===== src/rtl/nonrestoring_divider_pkg.sv =====
// Shared types and constants for the unsigned non-restoring divider.
// Status flag indices are used both for the pending-exception and result status vectors.
package nonrestoring_divider_pkg;

  typedef enum logic [1:0] {
    IDLE = 2'd0,
    RUN  = 2'd1,
    DONE = 2'd2
  } state_t;

  localparam int FLAG_DBZ  = 0;
  localparam int FLAG_OVF  = 1;
  localparam int NUM_FLAGS = 2;

  function automatic int cnt_width(input int n);
    return $clog2(n + 1);
  endfunction

endpackage


===== src/rtl/nonrestoring_divider_if.sv =====
// Start/busy/done handshake and operand/result bus of the divider.
interface nonrestoring_divider_if #(
  parameter int N = 8
);
  logic             start;
  logic [2*N-1:0]   dividend;
  logic [N-1:0]     divisor;
  logic [N-1:0]     quotient;
  logic [N-1:0]     remainder;
  logic             busy;
  logic             done;
  logic             div_by_zero;
  logic             overflow;

  modport master (
    output start, dividend, divisor,
    input  quotient, remainder, busy, done, div_by_zero, overflow
  );

  modport slave (
    input  start, dividend, divisor,
    output quotient, remainder, busy, done, div_by_zero, overflow
  );
endinterface


===== src/rtl/nonrestoring_divider_step.sv =====
// One non-restoring iteration: shift {P,L} left, then add or subtract the divisor
// depending on the sign of the old partial remainder.
module nrd_step #(
  parameter int N = 8
) (
  input  logic [N:0]   p,
  input  logic         l_msb,
  input  logic [N-1:0] divisor,
  output logic [N:0]   p_next,
  output logic         q_bit
);
  logic [N:0] p_shift;
  logic [N:0] d_ext;

  always_comb begin
    p_shift = {p[N-1:0], l_msb};
    d_ext   = {1'b0, divisor};
    p_next  = p[N] ? (p_shift + d_ext) : (p_shift - d_ext);
    q_bit   = ~p_next[N];
  end
endmodule


===== src/rtl/nonrestoring_divider_param.sv =====
// Handshaked unsigned 2N/N non-restoring divider, one quotient bit per clock.
// Exceptions take a single busy cycle so their done arrives one cycle after acceptance.
module nonrestoring_divider_param
  import nonrestoring_divider_pkg::*;
#(
  parameter int N = 8
) (
  input  logic                     clk,
  input  logic                     rst,
  nonrestoring_divider_if.slave    bus
);
  localparam int CNT_W = cnt_width(N);

  state_t               state_reg;
  logic [N:0]           p_reg;
  logic [N-1:0]         l_reg;
  logic [N-1:0]         q_reg;
  logic [N-1:0]         dvs_reg;
  logic [CNT_W-1:0]     cnt_reg;
  logic [NUM_FLAGS-1:0] pend_reg;
  logic [NUM_FLAGS-1:0] status_reg;
  logic [N-1:0]         quotient_reg;
  logic [N-1:0]         remainder_reg;
  logic                 busy_reg;
  logic                 done_reg;

  logic [N:0]           step_p;
  logic                 step_q;
  logic [N-1:0]         q_next;
  logic [N-1:0]         p_fix;
  logic [N-1:0]         dvd_hi;
  logic [N-1:0]         dvd_lo;
  logic                 div_zero;
  logic                 div_ovf;

  nrd_step #(.N(N)) u_step (
    .p       (p_reg),
    .l_msb   (l_reg[N-1]),
    .divisor (dvs_reg),
    .p_next  (step_p),
    .q_bit   (step_q)
  );

  // The true remainder lies in [0, divisor), so the correction can be done modulo 2^N.
  always_comb begin
    q_next   = {q_reg[N-2:0], step_q};
    p_fix    = step_p[N] ? (step_p[N-1:0] + dvs_reg) : step_p[N-1:0];
    dvd_hi   = bus.dividend[2*N-1:N];
    dvd_lo   = bus.dividend[N-1:0];
    div_zero = (bus.divisor == '0);
    div_ovf  = !div_zero && (dvd_hi >= bus.divisor);
  end

  always_ff @(posedge clk) begin
    if (rst) begin
      state_reg     <= IDLE;
      p_reg         <= '0;
      l_reg         <= '0;
      q_reg         <= '0;
      dvs_reg       <= '0;
      cnt_reg       <= '0;
      pend_reg      <= '0;
      status_reg    <= '0;
      quotient_reg  <= '0;
      remainder_reg <= '0;
      busy_reg      <= 1'b0;
      done_reg      <= 1'b0;
    end else begin
      done_reg <= 1'b0;
      case (state_reg)
        IDLE, DONE: begin
          if (bus.start) begin
            dvs_reg            <= bus.divisor;
            l_reg              <= dvd_lo;
            p_reg              <= {1'b0, dvd_hi};
            q_reg              <= '0;
            pend_reg[FLAG_DBZ] <= div_zero;
            pend_reg[FLAG_OVF] <= div_ovf;
            cnt_reg            <= (div_zero || div_ovf) ? CNT_W'(1) : CNT_W'(N);
            busy_reg           <= 1'b1;
            state_reg          <= RUN;
          end else begin
            state_reg <= IDLE;
          end
        end
        RUN: begin
          cnt_reg <= cnt_reg - CNT_W'(1);
          if (|pend_reg) begin
            // l_reg still holds the untouched low dividend half for divide-by-zero.
            quotient_reg  <= '1;
            remainder_reg <= pend_reg[FLAG_DBZ] ? l_reg : '0;
            status_reg    <= pend_reg;
            busy_reg      <= 1'b0;
            done_reg      <= 1'b1;
            state_reg     <= DONE;
          end else begin
            p_reg <= step_p;
            l_reg <= {l_reg[N-2:0], 1'b0};
            q_reg <= q_next;
            if (cnt_reg == CNT_W'(1)) begin
              quotient_reg  <= q_next;
              remainder_reg <= p_fix;
              status_reg    <= '0;
              busy_reg      <= 1'b0;
              done_reg      <= 1'b1;
              state_reg     <= DONE;
            end
          end
        end
        default: state_reg <= IDLE;
      endcase
    end
  end

  assign bus.quotient    = quotient_reg;
  assign bus.remainder   = remainder_reg;
  assign bus.busy        = busy_reg;
  assign bus.done        = done_reg;
  assign bus.div_by_zero = status_reg[FLAG_DBZ];
  assign bus.overflow    = status_reg[FLAG_OVF];
endmodule


===== src/flat_wrapper.sv =====
// flat-port wrapper written by rule: the top's interface ports become plain ports
module nonrestoring_divider_param_flat import nonrestoring_divider_pkg::*;
#(
  parameter int N = 8
)
  (clk, rst, bus_start, bus_dividend, bus_divisor, bus_quotient, bus_remainder, bus_busy, bus_done, bus_div_by_zero, bus_overflow);
  nonrestoring_divider_if #(.N(N)) bus_i ();
  input  logic clk;
  input  logic rst;
  input wire logic [$bits(bus_i.start)-1:0] bus_start;
  input wire logic [$bits(bus_i.dividend)-1:0] bus_dividend;
  input wire logic [$bits(bus_i.divisor)-1:0] bus_divisor;
  output wire logic [$bits(bus_i.quotient)-1:0] bus_quotient;
  output wire logic [$bits(bus_i.remainder)-1:0] bus_remainder;
  output wire logic [$bits(bus_i.busy)-1:0] bus_busy;
  output wire logic [$bits(bus_i.done)-1:0] bus_done;
  output wire logic [$bits(bus_i.div_by_zero)-1:0] bus_div_by_zero;
  output wire logic [$bits(bus_i.overflow)-1:0] bus_overflow;
  assign bus_i.start = bus_start;
  assign bus_i.dividend = bus_dividend;
  assign bus_i.divisor = bus_divisor;
  assign bus_quotient = bus_i.quotient;
  assign bus_remainder = bus_i.remainder;
  assign bus_busy = bus_i.busy;
  assign bus_done = bus_i.done;
  assign bus_div_by_zero = bus_i.div_by_zero;
  assign bus_overflow = bus_i.overflow;
  nonrestoring_divider_param #(.N(N)) u_core (.clk(clk), .rst(rst), .bus(bus_i));
endmodule

===== config.mk =====
export PLATFORM = sky130hd
export DESIGN_NAME = nonrestoring_divider_param_flat
export DESIGN_NICKNAME = d
export VERILOG_FILES = /design/src/rtl/nonrestoring_divider_pkg.sv /design/src/rtl/nonrestoring_divider_if.sv /design/src/rtl/nonrestoring_divider_step.sv /design/src/rtl/nonrestoring_divider_param.sv /design/src/flat_wrapper.sv
export SDC_FILE = /design/constraint.sdc
export NUM_CORES = 1
export LEC_CHECK = 0
export ABC_CLOCK_PERIOD_IN_PS = 3800
export CAP_MARGIN = 20
export CORE_MARGIN = 5
export CORE_UTILIZATION = 55
export CTS_CLUSTER_SIZE = 20
export DETAILED_ROUTE_END_ITERATION = 7
export GPL_TIMING_DRIVEN = 0
export HOLD_SLACK_MARGIN = 0.06
export PLACE_DENSITY = 0.77
export SLEW_MARGIN = 20
export SYNTH_ARGS = -nofsm -noshare
export SYNTH_HDL_FRONTEND = slang
export SYNTH_SLANG_ARGS = --single-unit

===== constraint.sdc =====
create_clock -name clk -period 3.8 [get_ports clk]
set_clock_uncertainty 0.1 [all_clocks]
set_input_delay 0.76 -clock clk [delete_from_list [all_inputs] [get_ports clk]]
set_output_delay 0.76 -clock clk [all_outputs]
set_load 0.02 [all_outputs]

==> reports/qor.csv <==
metric;value;unit
RSZ-0062 raised after global routing;no;
Post-Layout Cell Count;559;
Final setup viols;0;
Critical Path RT;3910;ps
CP startpoint kind;flop;
root buffer cell;clkbuf_8;
setup TNS;0;ps
asr flop ratio synth;0;%
number of instances in the placed design;545;
Yosys Warn Count;0;
clk sinks;60;
Top Family by Delay on Critical Path;adder cells;
final hold slack;377;ps
Worst-Skew Late Latency;340;ps
Antenna Diode Count;0;
# fillers;529;
CTS Hold Buffers Added;0;
CP max-delay cell;dfxtp_2;
GRT Residual Overflow;0;
Post-Route WL;9.02;mm
Mapped Nets;481;
HPWL after detailed placement;6.84;mm
Die ar.;7810;um2
leading area contributor after synthesis;dfxtp_1;
GRT Total Usage;24.5;%
initial antenna violation count;0;
Syn Area/Cell;7.95;um2
FF+latch count, synth;60;
first-pass GRT wire length;14.7;mm
Die Y;88.4;um
CTS H-tree lvls;3;
minimum clock period;3580;ps
crit path max fanout;7;
Synth Flop Type;dfxtp_1;
wire length per cell;16.1;um
worst rel slew slack;50.3;%
maximum clock rate;279;MHz
largest net degree at the start of global routing;11;
Lkg Pwr;1.73;nW
Detail Route Antenna Nets;0;
most used cell, CP;ha_1;
Post-Syn Instances;425;
Initial Utilization;56.8;%
total iterations of the first detailed-routing run;5;
CTS clock-pin slew for the worst setup and hold paths;60;ps
Synth top cells by count;nor2_1 (63), nand2_1 (62), dfxtp_1 (60);
max-cap viol count;0;
sum of buffers and inverters on the critical path;1;
CTS Buffer Depth;2;
Max Slew Vio Count;0;
max FFs per register;9;
Final Hold Fails;0;
crit share post-route;94.3;%
Post-CTS Setup Bufs;0;
Layout area overhead;22.4;%
pin slew with the least headroom to its limit;739;ps
register area;1200;um2
Cell variety after synth;43;
Avg Vias per Cell;5.77;
sequential area share after synthesis;35.5;%
Die Wd;88.4;um
synth top area cells;dfxtp_1 (36%), ha_1 (10%), nor2_1 (7.0%);
peak supply drop;0.000352;V
Critical Path, Cell by Cell;inv_1 -> ha_1 -> mux2_2 -> ha_1 -> a21oi_1 -> nor2b_2 -> a311oi_2 -> xnor2_2 -> ha_1 -> o21ai_0 -> nand2b_1 -> and3_1 -> nor3_2 -> xnor2_1 -> o22ai_1;
Worst setup EP type;flop;
critical path class;reg2reg;
Multi-input gate area;2060;um2
IO buf count;45;
power per cell area;506;nW/um2
nets@finish;536;
top-count cell post-synth;nor2_1;
via count;3224;
Mapped Area;3380;um2
CTS tree;yes;
CP arrival;3690;ps
Iter 0 DRT Violations;279;
share of cells above drive strength 1;7.02;%
IO Count;47;
max incr delay on CP;430;ps
number of synthesized flops with an enable pin;0;
CTS buffer count;9;
row count;28;
Hold Path Class;reg2reg;
DRC viols;0;
routability cong.;0.961;
status;finished, final reports clean;
vias in the first global route;3036;
core box area;5960;um2
area share of the largest cell type after synthesis;35.5;%
-- per-layer routing --
layer	global-route usage (%)	vias to the layer above	share of wire, %
met5	0	-	0
met4	7.97	0	1.9
met3	6.42	17	6.8
met2	39.0	124	45
met1	32.4	1501	46
li1	-	1582	-
-- kinds of logic (layout without fill, tap and decap cells) --
logic type,Yosys count,after routing,share of synthesized area (%)
flops,60,60,35.5
mux,4,4,1.22
buf+inv,40,99,4.63
xor+xnor,23,23,6.18
fa+ha+maj,29,29,11.2
compound gates,98,98,19.5
simple gates,171,171,21.8
-- final timing paths --
path	cells past startpoint	end	start	slack, ps
hold / removal	2	u_core.p_reg[2]	u_core.p_reg[2]	380
hold reg to reg	2	u_core.p_reg[2]	u_core.p_reg[2]	380
setup / recovery	15	u_core.bus.remainder[7]	u_core.dvs_reg[1]	220
setup reg to reg	15	u_core.bus.remainder[7]	u_core.dvs_reg[1]	220
-- through the flow --
| stage | setup WS (ps) | power [mW] | area, um2 | util, % |
|---|---|---|---|---|
| 3_5_place_dp | 14.9 | 1.55 | 3930 | 65.9 |
| 4_1_cts | 40.7 | 2.07 | 4110 | 69.0 |
| 5_1_grt | 0.0577 | 2.22 | 4140 | 69.5 |
| 2_1_floorplan | 445 | 1.33 | 3380 | - |
| 6_report | 217 | 2.09 | 4140 | 69.5 |
| 3_3_place_gp | 30.5 | 1.54 | 3930 | 65.9 |
-- repair_timing --
action	in CTS	in global routing
pin swaps	0	0
gates cloned	0	0
hold endpoints to repair	0	0
gates resized for setup	1	7
endpoints found under the setup margin	1	2
-- cells in the final DEF (no fill, tap or decap), types with 2 or more instances in the layout --
cell type and n:
a31oi_1 3, and3_1 3, clkinvlp_4 2, o21ai_0 3, a311oi_1 11, clkdlybuf4s50_1 45
nor2_1 63, clkinv_2 2, clkbuf_1 17, nand2_1 62, a211oi_1 2, dfxtp_1 58
xnor2_1 8, mux2i_1 3, a21o_1 7, o22ai_1 7, inv_1 16, and2_1 2
nand2b_1 5, nand3_1 11, nor2b_1 4, buf_2 2, nor4_1 2, nor3_1 13
clkbuf_8 11, xnor2_2 4, fa_1 2, buf_1 3, a22oi_1 8, ha_1 27
dfxtp_2 2, o211ai_1 2, xor2_1 11, a21oi_1 47
-- worst min-delay path, delay by kind of cell (launching register included) --
kind / cells / cell delay [ps]
AO/OA/AOI/OAI: 1 / 50
flip-flops: 1 / 320
AND/OR/NAND/NOR: 1 / 60
-- cell type report --
type,instances,area share [%]
multi-input cells,325,49.8
well taps,75,2.27
plain buffers,23,2.24
flip-flops and latches,60,29.1
repair buffers,45,10.9
clock buffers,11,3.66
clock inverters,4,0.605
inverters,16,1.45
-- where the power goes --
part / switching [mW] / leakage, nW / internal (mW)
clock: 0.256 / 0.0872 / 0.266
sequential: 0.0503 / 0.492 / 0.681
combinational: 0.482 / 1.15 / 0.359
(Power assumes the default switching activity.)
